### src/rtl/id_pkg.sv
// Shared constants for the decode stage: MIPS opcode/funct encodings,
// the nop word, instruction field positions and a sign-extend helper.
package id_pkg;

    localparam logic [5:0] OP_RTYPE = 6'b000000;
    localparam logic [5:0] OP_BEQ   = 6'b000100;
    localparam logic [5:0] OP_J     = 6'b000010;
    localparam logic [5:0] OP_JAL   = 6'b000011;
    localparam logic [5:0] FN_JR    = 6'b001000;

    localparam logic [31:0] NOP = 32'h0;

    // Instruction field positions
    localparam int OP_HI  = 31;
    localparam int OP_LO  = 26;
    localparam int RS_HI  = 25;
    localparam int RS_LO  = 21;
    localparam int RT_HI  = 20;
    localparam int RT_LO  = 16;
    localparam int IMM_HI = 15;
    localparam int IMM_LO = 0;
    localparam int FN_HI  = 5;
    localparam int FN_LO  = 0;

    function automatic logic [31:0] sext16(input logic [15:0] v);
        return {{16{v[15]}}, v};
    endfunction

endpackage

### src/rtl/id_stage_if.sv
// Bus between fetch, write-back and the decode stage.
// master: the surrounding pipeline (drives fetch/wb/hazard inputs).
// slave:  id_stage.
interface id_stage_if #(
    parameter int PC_W = 10
);
    logic [31:0]     if_instr;
    logic [PC_W-1:0] if_pc;
    logic            stall;
    logic            flush;
    logic            wb_we;
    logic [4:0]      wb_addr;
    logic [31:0]     wb_data;
    logic [31:0]     id_instr;
    logic [PC_W-1:0] id_pc;
    logic [31:0]     rs_data;
    logic [31:0]     rt_data;
    logic [31:0]     imm_ext;
    logic            pc_branch;
    logic            pc_jump;
    logic            reg_to_pc;
    logic [31:0]     reg_topc_val;

    modport master (
        output if_instr, if_pc, stall, flush, wb_we, wb_addr, wb_data,
        input  id_instr, id_pc, rs_data, rt_data, imm_ext,
               pc_branch, pc_jump, reg_to_pc, reg_topc_val
    );

    modport slave (
        input  if_instr, if_pc, stall, flush, wb_we, wb_addr, wb_data,
        output id_instr, id_pc, rs_data, rt_data, imm_ext,
               pc_branch, pc_jump, reg_to_pc, reg_topc_val
    );
endinterface

### src/rtl/id_stage_grf.sv
// General register file: two combinational read ports, one write port,
// synchronous clear, register 0 hardwired to zero.
// Optional macro ID_WB_BYPASS_EN: same-cycle write-through to the read ports.
module grf #(
    parameter int REG_CNT = 32
) (
    input  logic        clk,
    input  logic        reset,
    input  logic        we,
    input  logic [4:0]  waddr,
    input  logic [31:0] wdata,
    input  logic [4:0]  ra1,
    input  logic [4:0]  ra2,
    output logic [31:0] rd1,
    output logic [31:0] rd2
);

    logic [REG_CNT-1:0][31:0] regs;
    logic                     wr_ok;

    // A write is real only for a nonzero target; reset takes precedence.
    assign wr_ok = we && (waddr != 5'd0);

    // Storage: clear on reset, otherwise commit write-back.
    always_ff @(posedge clk) begin
        if (reset) begin
            regs <= '0;
        end else if (wr_ok) begin
            regs[waddr] <= wdata;
        end
    end

`ifdef ID_WB_BYPASS_EN
    // Read ports with write-through so a dependent instruction in ID sees
    // the value being written this cycle.
    always_comb begin
        rd1 = (ra1 == 5'd0) ? 32'h0 : regs[ra1];
        rd2 = (ra2 == 5'd0) ? 32'h0 : regs[ra2];
        if (!reset && wr_ok && (waddr == ra1)) rd1 = wdata;
        if (!reset && wr_ok && (waddr == ra2)) rd2 = wdata;
    end
`else
    // Read ports return stored values only; a new value appears after the
    // write edge.
    always_comb begin
        rd1 = (ra1 == 5'd0) ? 32'h0 : regs[ra1];
        rd2 = (ra2 == 5'd0) ? 32'h0 : regs[ra2];
    end
`endif

endmodule

### src/rtl/id_stage.sv
// Decode stage: IF/ID register (reset > flush > stall > load), GRF reads,
// immediate extension and early resolution of beq/j/jal/jr.
// Optional macro ID_WB_BYPASS_EN enables GRF write-through (see grf).
module id_stage
    import id_pkg::*;
#(
    parameter int              PC_W     = 10,
    parameter logic [PC_W-1:0] RESET_PC = '0,
    parameter int              REG_CNT  = 32
) (
    input  logic      clk,
    input  logic      reset,
    id_stage_if.slave bus
);

    logic [31:0]     instr;
    logic [PC_W-1:0] pc;
    logic [31:0]     rs_val;
    logic [31:0]     rt_val;
    logic [5:0]      opcode;
    logic [5:0]      funct;
    logic            br_taken;
    logic            jump;
    logic            jr;

    // IF/ID pipeline register; flush beats stall, flush keeps the PC.
    always_ff @(posedge clk) begin
        if (reset) begin
            instr <= NOP;
            pc    <= RESET_PC;
        end else if (bus.flush) begin
            instr <= NOP;
        end else if (!bus.stall) begin
            instr <= bus.if_instr;
            pc    <= bus.if_pc;
        end
    end

    grf #(.REG_CNT(REG_CNT)) u_grf (
        .clk   (clk),
        .reset (reset),
        .we    (bus.wb_we),
        .waddr (bus.wb_addr),
        .wdata (bus.wb_data),
        .ra1   (instr[RS_HI:RS_LO]),
        .ra2   (instr[RT_HI:RT_LO]),
        .rd1   (rs_val),
        .rd2   (rt_val)
    );

    assign opcode = instr[OP_HI:OP_LO];
    assign funct  = instr[FN_HI:FN_LO];

    // Redirect decode; the nop and all other opcodes leave every flag low.
    always_comb begin
        br_taken = 1'b0;
        jump     = 1'b0;
        jr       = 1'b0;
        case (opcode)
            OP_BEQ:      br_taken = (rs_val == rt_val);
            OP_J,
            OP_JAL:      jump = 1'b1;
            OP_RTYPE:    jr = (funct == FN_JR);
            default:     ;
        endcase
    end

    assign bus.id_instr     = instr;
    assign bus.id_pc        = pc;
    assign bus.rs_data      = rs_val;
    assign bus.rt_data      = rt_val;
    assign bus.imm_ext      = sext16(instr[IMM_HI:IMM_LO]);
    assign bus.pc_branch    = br_taken;
    assign bus.pc_jump      = jump;
    assign bus.reg_to_pc    = jr;
    assign bus.reg_topc_val = rs_val;

endmodule

### src/flat_wrapper.sv
// flat-port wrapper written by rule: the top's interface ports become plain ports
module id_stage_flat import id_pkg::*;
#(
    parameter int              PC_W     = 10,
    parameter logic [PC_W-1:0] RESET_PC = '0,
    parameter int              REG_CNT  = 32
)
  (clk, reset, bus_if_instr, bus_if_pc, bus_stall, bus_flush, bus_wb_we, bus_wb_addr, bus_wb_data, bus_id_instr, bus_id_pc, bus_rs_data, bus_rt_data, bus_imm_ext, bus_pc_branch, bus_pc_jump, bus_reg_to_pc, bus_reg_topc_val);
  id_stage_if #(.PC_W(PC_W)) bus_i ();
  input  logic clk;
  input  logic reset;
  input wire logic [$bits(bus_i.if_instr)-1:0] bus_if_instr;
  input wire logic [$bits(bus_i.if_pc)-1:0] bus_if_pc;
  input wire logic [$bits(bus_i.stall)-1:0] bus_stall;
  input wire logic [$bits(bus_i.flush)-1:0] bus_flush;
  input wire logic [$bits(bus_i.wb_we)-1:0] bus_wb_we;
  input wire logic [$bits(bus_i.wb_addr)-1:0] bus_wb_addr;
  input wire logic [$bits(bus_i.wb_data)-1:0] bus_wb_data;
  output wire logic [$bits(bus_i.id_instr)-1:0] bus_id_instr;
  output wire logic [$bits(bus_i.id_pc)-1:0] bus_id_pc;
  output wire logic [$bits(bus_i.rs_data)-1:0] bus_rs_data;
  output wire logic [$bits(bus_i.rt_data)-1:0] bus_rt_data;
  output wire logic [$bits(bus_i.imm_ext)-1:0] bus_imm_ext;
  output wire logic [$bits(bus_i.pc_branch)-1:0] bus_pc_branch;
  output wire logic [$bits(bus_i.pc_jump)-1:0] bus_pc_jump;
  output wire logic [$bits(bus_i.reg_to_pc)-1:0] bus_reg_to_pc;
  output wire logic [$bits(bus_i.reg_topc_val)-1:0] bus_reg_topc_val;
  assign bus_i.if_instr = bus_if_instr;
  assign bus_i.if_pc = bus_if_pc;
  assign bus_i.stall = bus_stall;
  assign bus_i.flush = bus_flush;
  assign bus_i.wb_we = bus_wb_we;
  assign bus_i.wb_addr = bus_wb_addr;
  assign bus_i.wb_data = bus_wb_data;
  assign bus_id_instr = bus_i.id_instr;
  assign bus_id_pc = bus_i.id_pc;
  assign bus_rs_data = bus_i.rs_data;
  assign bus_rt_data = bus_i.rt_data;
  assign bus_imm_ext = bus_i.imm_ext;
  assign bus_pc_branch = bus_i.pc_branch;
  assign bus_pc_jump = bus_i.pc_jump;
  assign bus_reg_to_pc = bus_i.reg_to_pc;
  assign bus_reg_topc_val = bus_i.reg_topc_val;
  id_stage #(.PC_W(PC_W), .RESET_PC(RESET_PC), .REG_CNT(REG_CNT)) u_core (.clk(clk), .reset(reset), .bus(bus_i));
endmodule
### config.mk
export PLATFORM = sky130hd
export DESIGN_NAME = id_stage_flat
export DESIGN_NICKNAME = d
export VERILOG_FILES = /design/src/rtl/id_pkg.sv /design/src/rtl/id_stage_if.sv /design/src/rtl/id_stage_grf.sv /design/src/rtl/id_stage.sv /design/src/flat_wrapper.sv
export SDC_FILE = /design/constraint.sdc
export NUM_CORES = 2
export LEC_CHECK = 0
export CORE_MARGIN = 5
export CORE_UTILIZATION = 35
export CTS_BUF_LIST = sky130_fd_sc_hd__clkbuf_8
export CTS_CLUSTER_DIAMETER = 200
export DETAILED_ROUTE_END_ITERATION = 10
export PLACE_DENSITY_LB_ADDON = 0.15
export SYNTH_ARGS = -nofsm -noshare
export SYNTH_HDL_FRONTEND = slang
export SYNTH_SLANG_ARGS = --single-unit
### constraint.sdc
create_clock -name clk -period 3.89 [get_ports clk]
set_input_delay 0.778 -clock clk [delete_from_list [all_inputs] [get_ports clk]]
set_output_delay 0.778 -clock clk [all_outputs]
set_load 0.005 [all_outputs]
* Yosys cells after proc, flatten, opt, wreduce, memory -nomap -nowiden
Cells that the tools add are included.
Word-level totals: input port bits 84, RAM bits 0, flip-flop bits (word level) 1066, latch bits 0, output and inout bits 173, bits in read-only memories 0, memories kept 0
Operators by class: shift operators 0, reductions and logical operators 9, muxes and demuxes 12, equality and inequality tests 5, magnitude comparators 4, div/mod/pow operators 0, bitwise gates (word level) 2, $mul 0, add/sub/neg operators 0
Operators with widths (count):
- bitwise mux 1024 bit | 1
- binary-select mux 32 bit (select 5 bit) | 2
- demux 32 bit (select 5 bit) | 1
- 2-to-1 mux 32 bit | 5
- == test 32 bit | 1
- less-than comparator 5 x 6 -> 1 bit, second input constant | 3
- == test 6 x 2 -> 1 bit, second input constant | 2
- zero test 5 bit | 2
- == test 6 x 3 -> 1 bit, second input constant | 1
- == test 6 x 4 -> 1 bit, second input constant | 1
- zero test 6 bit | 1
- greater-or-equal comparator 5 x 1 -> 1 bit, second input constant | 1
- nonzero test 5 bit | 1
- OR reduction 2 bit | 2
- 2-to-1 mux 1 bit | 3
- logical AND 1 bit | 2
- NOT 1 bit | 2
- AND reduction 2 bit | 1

* Depth between registers and ports, before layout
depth in word-level cells 5, depth in mapped cells 14, mapped depth without buffers 8

* By module
Synthesis repeated with hierarchy kept, for this count alone.
Second synthesis, totals: cells, all modules 6188, area total of the unflattened synthesis 54023.1 um^2
Modules (own cells, without submodules):
- grf | cells an instance 5924, times used 1, area each 51670.8 um^2
- id_stage | cells an instance 264, times used 1, area each 2352.3 um^2

* Least setup slack after synthesis
OpenSTA, ideal clock, no wires.
path kind register to output, from reg u_core.instr[16] (netlist: u_core.bus.id_instr[16]), to out bus_pc_branch, path slack 0.218 ns, stages on the path, launching flop included 12, required time 3.112 ns, arrival time 2.894 ns, cell sequence dfxtp_1 > buf_6 > buf_12 > buf_6 > buf_2 > buf_2 > mux4_2 > mux4_2 > a32o_1 > xnor2_1 > nand4_1 > nor4_2
On the way: longest elaborated chain between the ends 5, elaborated cells between the ends (all ways) 6
Ends and longest elaborated chain:
- from (decl) | RTL line id_stage.sv:16 | logic [31:0] instr;
- from (signal assigned) | RTL line id_stage.sv:34 | instr <= bus.if_instr;
- binary-select mux 32 bit (select 5 bit) | RTL line id_stage_grf.sv:47 | rd2 = (ra2 == 5'd0) ? 32'h0 : regs[ra2];
- 2-to-1 mux 32 bit (not written as such) | RTL line id_stage_grf.sv:47
- 2-to-1 mux 32 bit (*) | RTL line id_stage_grf.sv:47
- named net bus_rt_data[0] | RTL line flat_wrapper.sv:22 | output wire logic [$bits(bus_i.rt_data)-1:0] bus_rt_data;
- == test 32 bit (*) | RTL line id_stage.sv:60 | OP_BEQ: br_taken = (rs_val == rt_val);
- 2-to-1 mux 1 bit (*) | RTL line id_stage.sv:59 | case (opcode)
- to (decl) | RTL line flat_wrapper.sv:24 | output wire logic [$bits(bus_i.pc_branch)-1:0] bus_pc_branch;
The timed path passes the listed nets; every way through them passes the cells marked *. The select of a mux whose other input is x is not followed.

* Worst setup path after layout
from reg u_core.instr[17] (netlist: u_core.bus.id_instr[17]), to out bus_pc_branch
On the way: longest elaborated chain between the ends 5, elaborated cells between the ends (all ways) 6
Ends and longest elaborated chain (RTL line):
- binary-select mux 32 bit (select 5 bit) | id_stage_grf.sv:47
- 2-to-1 mux 32 bit (not written as such) | id_stage_grf.sv:47
- 2-to-1 mux 32 bit (*) | id_stage_grf.sv:47
- == test 32 bit (*) | id_stage.sv:60
- 2-to-1 mux 1 bit (*) | id_stage.sv:59
Mark *: on every way between the ends. The rest lies on a longest branch, timed or not. The select of a mux whose other input is x is not followed.

==> impl_metrics.env <==
export IMPL_hold_ws_ns=0.271
export IMPL_num_io_pins=257
export IMPL_port_buffers=256
export IMPL_synth_top_cell_area_share_pct=39.4
export IMPL_dr_pass1_iters=8
export IMPL_yosys_most_used_dff="dfxtp_1"
export IMPL_root_buffer="clkbuf_8"
export IMPL_setup_viol=92
export IMPL_setup_ws_ns=-1.70
export IMPL_ys_seq_elements=1066
export IMPL_synth_cells=6089
export IMPL_cts_buffers=194
export IMPL_areaGrowthSynthToFinish_pct=36.0
export IMPL_place_gp_congestion=0.933
export IMPL_rows=144
export IMPL_coreArea_um2=154000
export IMPL_drc=0
export IMPL_cts_tree="done"
export IMPL_crit_arrival_ns=4.81
export IMPL_powerDensity_nw_per_um2=339
export IMPL_yosysWarnings=0
export IMPL_pre_cts_ws_ns=-1.41
export IMPL_async_flop_share_pct=0
export IMPL_rsz0062_at_grt="yes"
export IMPL_violations="negative setup slack"
export IMPL_min_period_ns=5.59
export IMPL_fmax_mhz=179
export IMPL_synth_distinct_cells=73
export IMPL_final_cell_count_no_fill=9183
export IMPL_vias=55300
export IMPL_cp_required_ns=3.11
export IMPL_synth_area_top_cells="dfxtp_1 39%, mux4_2 20%, nand2_1 15%, a21oi_1 9.5%, mux2i_1 3.4%"
export IMPL_final_common_cell="nand2_1"
export IMPL_grt_pass1_wl_um=397000
export IMPL_worstSetupEndpoint="bus_pc_branch"
export IMPL_final_util_pct=47.8
export IMPL_h_tree_depth=4
export IMPL_routed_wl_um=292000
export IMPL_slew_headroom_pct=27.2
export IMPL_p_clk_share_pct=45.0
export IMPL_synth_edf_count=0
export IMPL_place_hpwl_um=174000
export IMPL_wl_per_cell_um=31.8
export IMPL_crit_fanout=7
export IMPL_drt_iter0_drc=8487
export IMPL_cap_violations=0
export IMPL_grt_pass1_vias=51000
export IMPL_cts_max_path_buffers=3
export IMPL_drive_gt1_share_pct=32.4
export IMPL_ff2ff_setup_slack_ns=2.05
export IMPL_crit_path_start="u_core.bus.id_instr[17]"
export IMPL_skew_ns=0
export IMPL_power_leakage_nw=25.8
export IMPL_fin_nets=7053
export IMPL_syn_nets=6173
export IMPL_final_cell_mix="2082 x nand2_1, 1056 x dfxtp_1, 1015 x a21oi_1"
export IMPL_insertion_delay_ns=0.92
export IMPL_status="complete, but fails checks"
export IMPL_reg2reg_to="u_core.bus.id_instr[16]"
export IMPL_die_w_um=403
export IMPL_swShare_pct=28.2
export IMPL_synth_area_um2=54100
export IMPL_grt_util_all_layers_pct=34.1
export IMPL_viasPerCell=6.02
export IMPL_yosysTopAreaCell="dfxtp_1"
export IMPL_place_inst=8528
export IMPL_r2r_cells=8
export IMPL_final_antenna_net_count=0
export IMPL_grt_max_degree=180
export IMPL_postSynthAreaPerCell_um2=8.89
export IMPL_cts_hold_fix_buffers=0
export IMPL_cp_end_kind="output port"
export IMPL_cp_start_kind="register"
export IMPL_antenna_found_initial=21
export IMPL_grt_overflow_total=0
export IMPL_fp_dieArea_um2=163000
export IMPL_ys_seq_area_share_pct=39.4
export IMPL_reg2reg_from="u_core.bus.id_instr[16]"
export IMPL_intPower_w=0.0179
export IMPL_period_share_pct=144
export IMPL_path_class="register to output port"
export IMPL_hold_class="input port to register"
export IMPL_seqPwrFrac_pct=44.4
export IMPL_timing_setup_tns_ns=-25.19
export IMPL_cts_sinks=1066
export IMPL_p_comb_share_pct=10.6
export IMPL_die_y_um=403
export IMPL_tightest_slew_ns=1.09
export IMPL_initial_core_util_pct=35.2
export IMPL_slew_violations=0
export IMPL_path_clk_slew_ns=0.06
export IMPL_p_sw_w=0.00703
export IMPL_ir_drop_uv=343
export IMPL_hold_viol=0
power groups by stage:
stage | Clock (W) | Sequential [W] | Combinational, W
2_1_floorplan | 0 | 0.0113 | 0.00101
3_3_place_gp | 0 | 0.0113 | 0.00215
3_5_place_dp | 0 | 0.0113 | 0.00215
4_1_cts | 0.0113 | 0.0111 | 0.00239
5_1_grt | 0.0118 | 0.0111 | 0.00270
6_report | 0.0112 | 0.0111 | 0.00265
metal layers:
metal  wire [um]  GRT usage (%)
met1      114000           46.8
met2      122000           49.5
met3       40000           9.89
met4       16300           16.3
met5          37              0
timing repair:
| action | in CTS | in global routing |
|---|---|---|
| resized for setup | 670 | 398 |
| endpoints found under the setup margin | 97 | 97 |
| hold endpoints to repair | 0 | 0 |
| pin swaps | 94 | 114 |
| gates cloned | 16 | 6 |
| setup buffers | 147 | 183 |
through the flow:
stage          total power [W]  cell area [um2]
6_report                0.0250            73600
3_5_place_dp            0.0135            63800
3_3_place_gp            0.0135            63800
4_1_cts                 0.0248            71100
2_1_floorplan           0.0123            54100
5_1_grt                 0.0256            73600
logic make-up after synthesis:
| kind of cell | Yosys count | synth area share [%] |
|---|---|---|
| compound gates | 1238 | 12.7 |
| buf+inv | 674 | 5.95 |
| mux | 705 | 24.3 |
| flops | 1066 | 39.4 |
| xor+xnor | 30 | 0.486 |
| simple gates | 2376 | 17.2 |
sequential cells by signal (all words and copies together) (netlist names):
signal               count
u_core.bus.id_instr     32
u_core.u_grf.regs     1024
u_core.bus.id_pc        10
cell type report:
cell class / count / area (um2)
clock buffers: 246 / 3390
clock inverters: 109 / 626
multi-input cells: 4349 / 31600
flip-flops and latches: 1066 / 21400
fillers: 14500 / 80300
inverters: 8 / 31.3
diodes: 11 / 27.5
well taps: 2044 / 2560
repair buffers: 1350 / 14000
cell usage after synthesis (25+ instances only):
library cell / number
a21oi_1: 1031
dfxtp_1: 1066
mux4_2: 474
buf_2: 71
clkbuf_1: 457
nand2_1: 2126
nor2b_1: 44
mux2_2: 42
o221ai_1: 46
a221oi_1: 30
buf_4: 96
buf_6: 25
nor2_1: 99
mux2i_1: 183
worst max-delay path, stage by stage (launching register included):
cell and delay [ns]:
dfxtp_4 0.41, buf_12 0.15, buf_12 0.15, buf_4 0.14, clkbuf_16 0.17, nor4_4 0.06, buf_4 0.15, nor2_4 0.21
o221ai_4 0.16, buf_4 0.17, o21ai_4 0.18, xnor2_1 0.19, buf_4 0.18, nand2_2 0.09, or4_4 0.57, nor4_4 0.59
buf_4 0.22, buf_6 0.09
worst min path at each step:
stage / slack, ns / cells past startpoint / to / from
final: 0.27 / 2 / u_core.bus.id_pc[7] / reset
after global routing: 0.23 / 2 / u_core.bus.id_pc[7] / reset
after CTS: 0.21 / 2 / u_core.bus.id_pc[6] / reset
after detailed placement: 0.45 / 2 / u_core.bus.id_pc[0] / u_core.bus.id_pc[0]
after global placement: 0.44 / 2 / u_core.bus.id_pc[7] / u_core.bus.id_pc[7]
after floorplan: 0.44 / 2 / u_core.u_grf.regs[923] / u_core.u_grf.regs[923]
No activity file was read; power rests on OpenSTA's default activity.
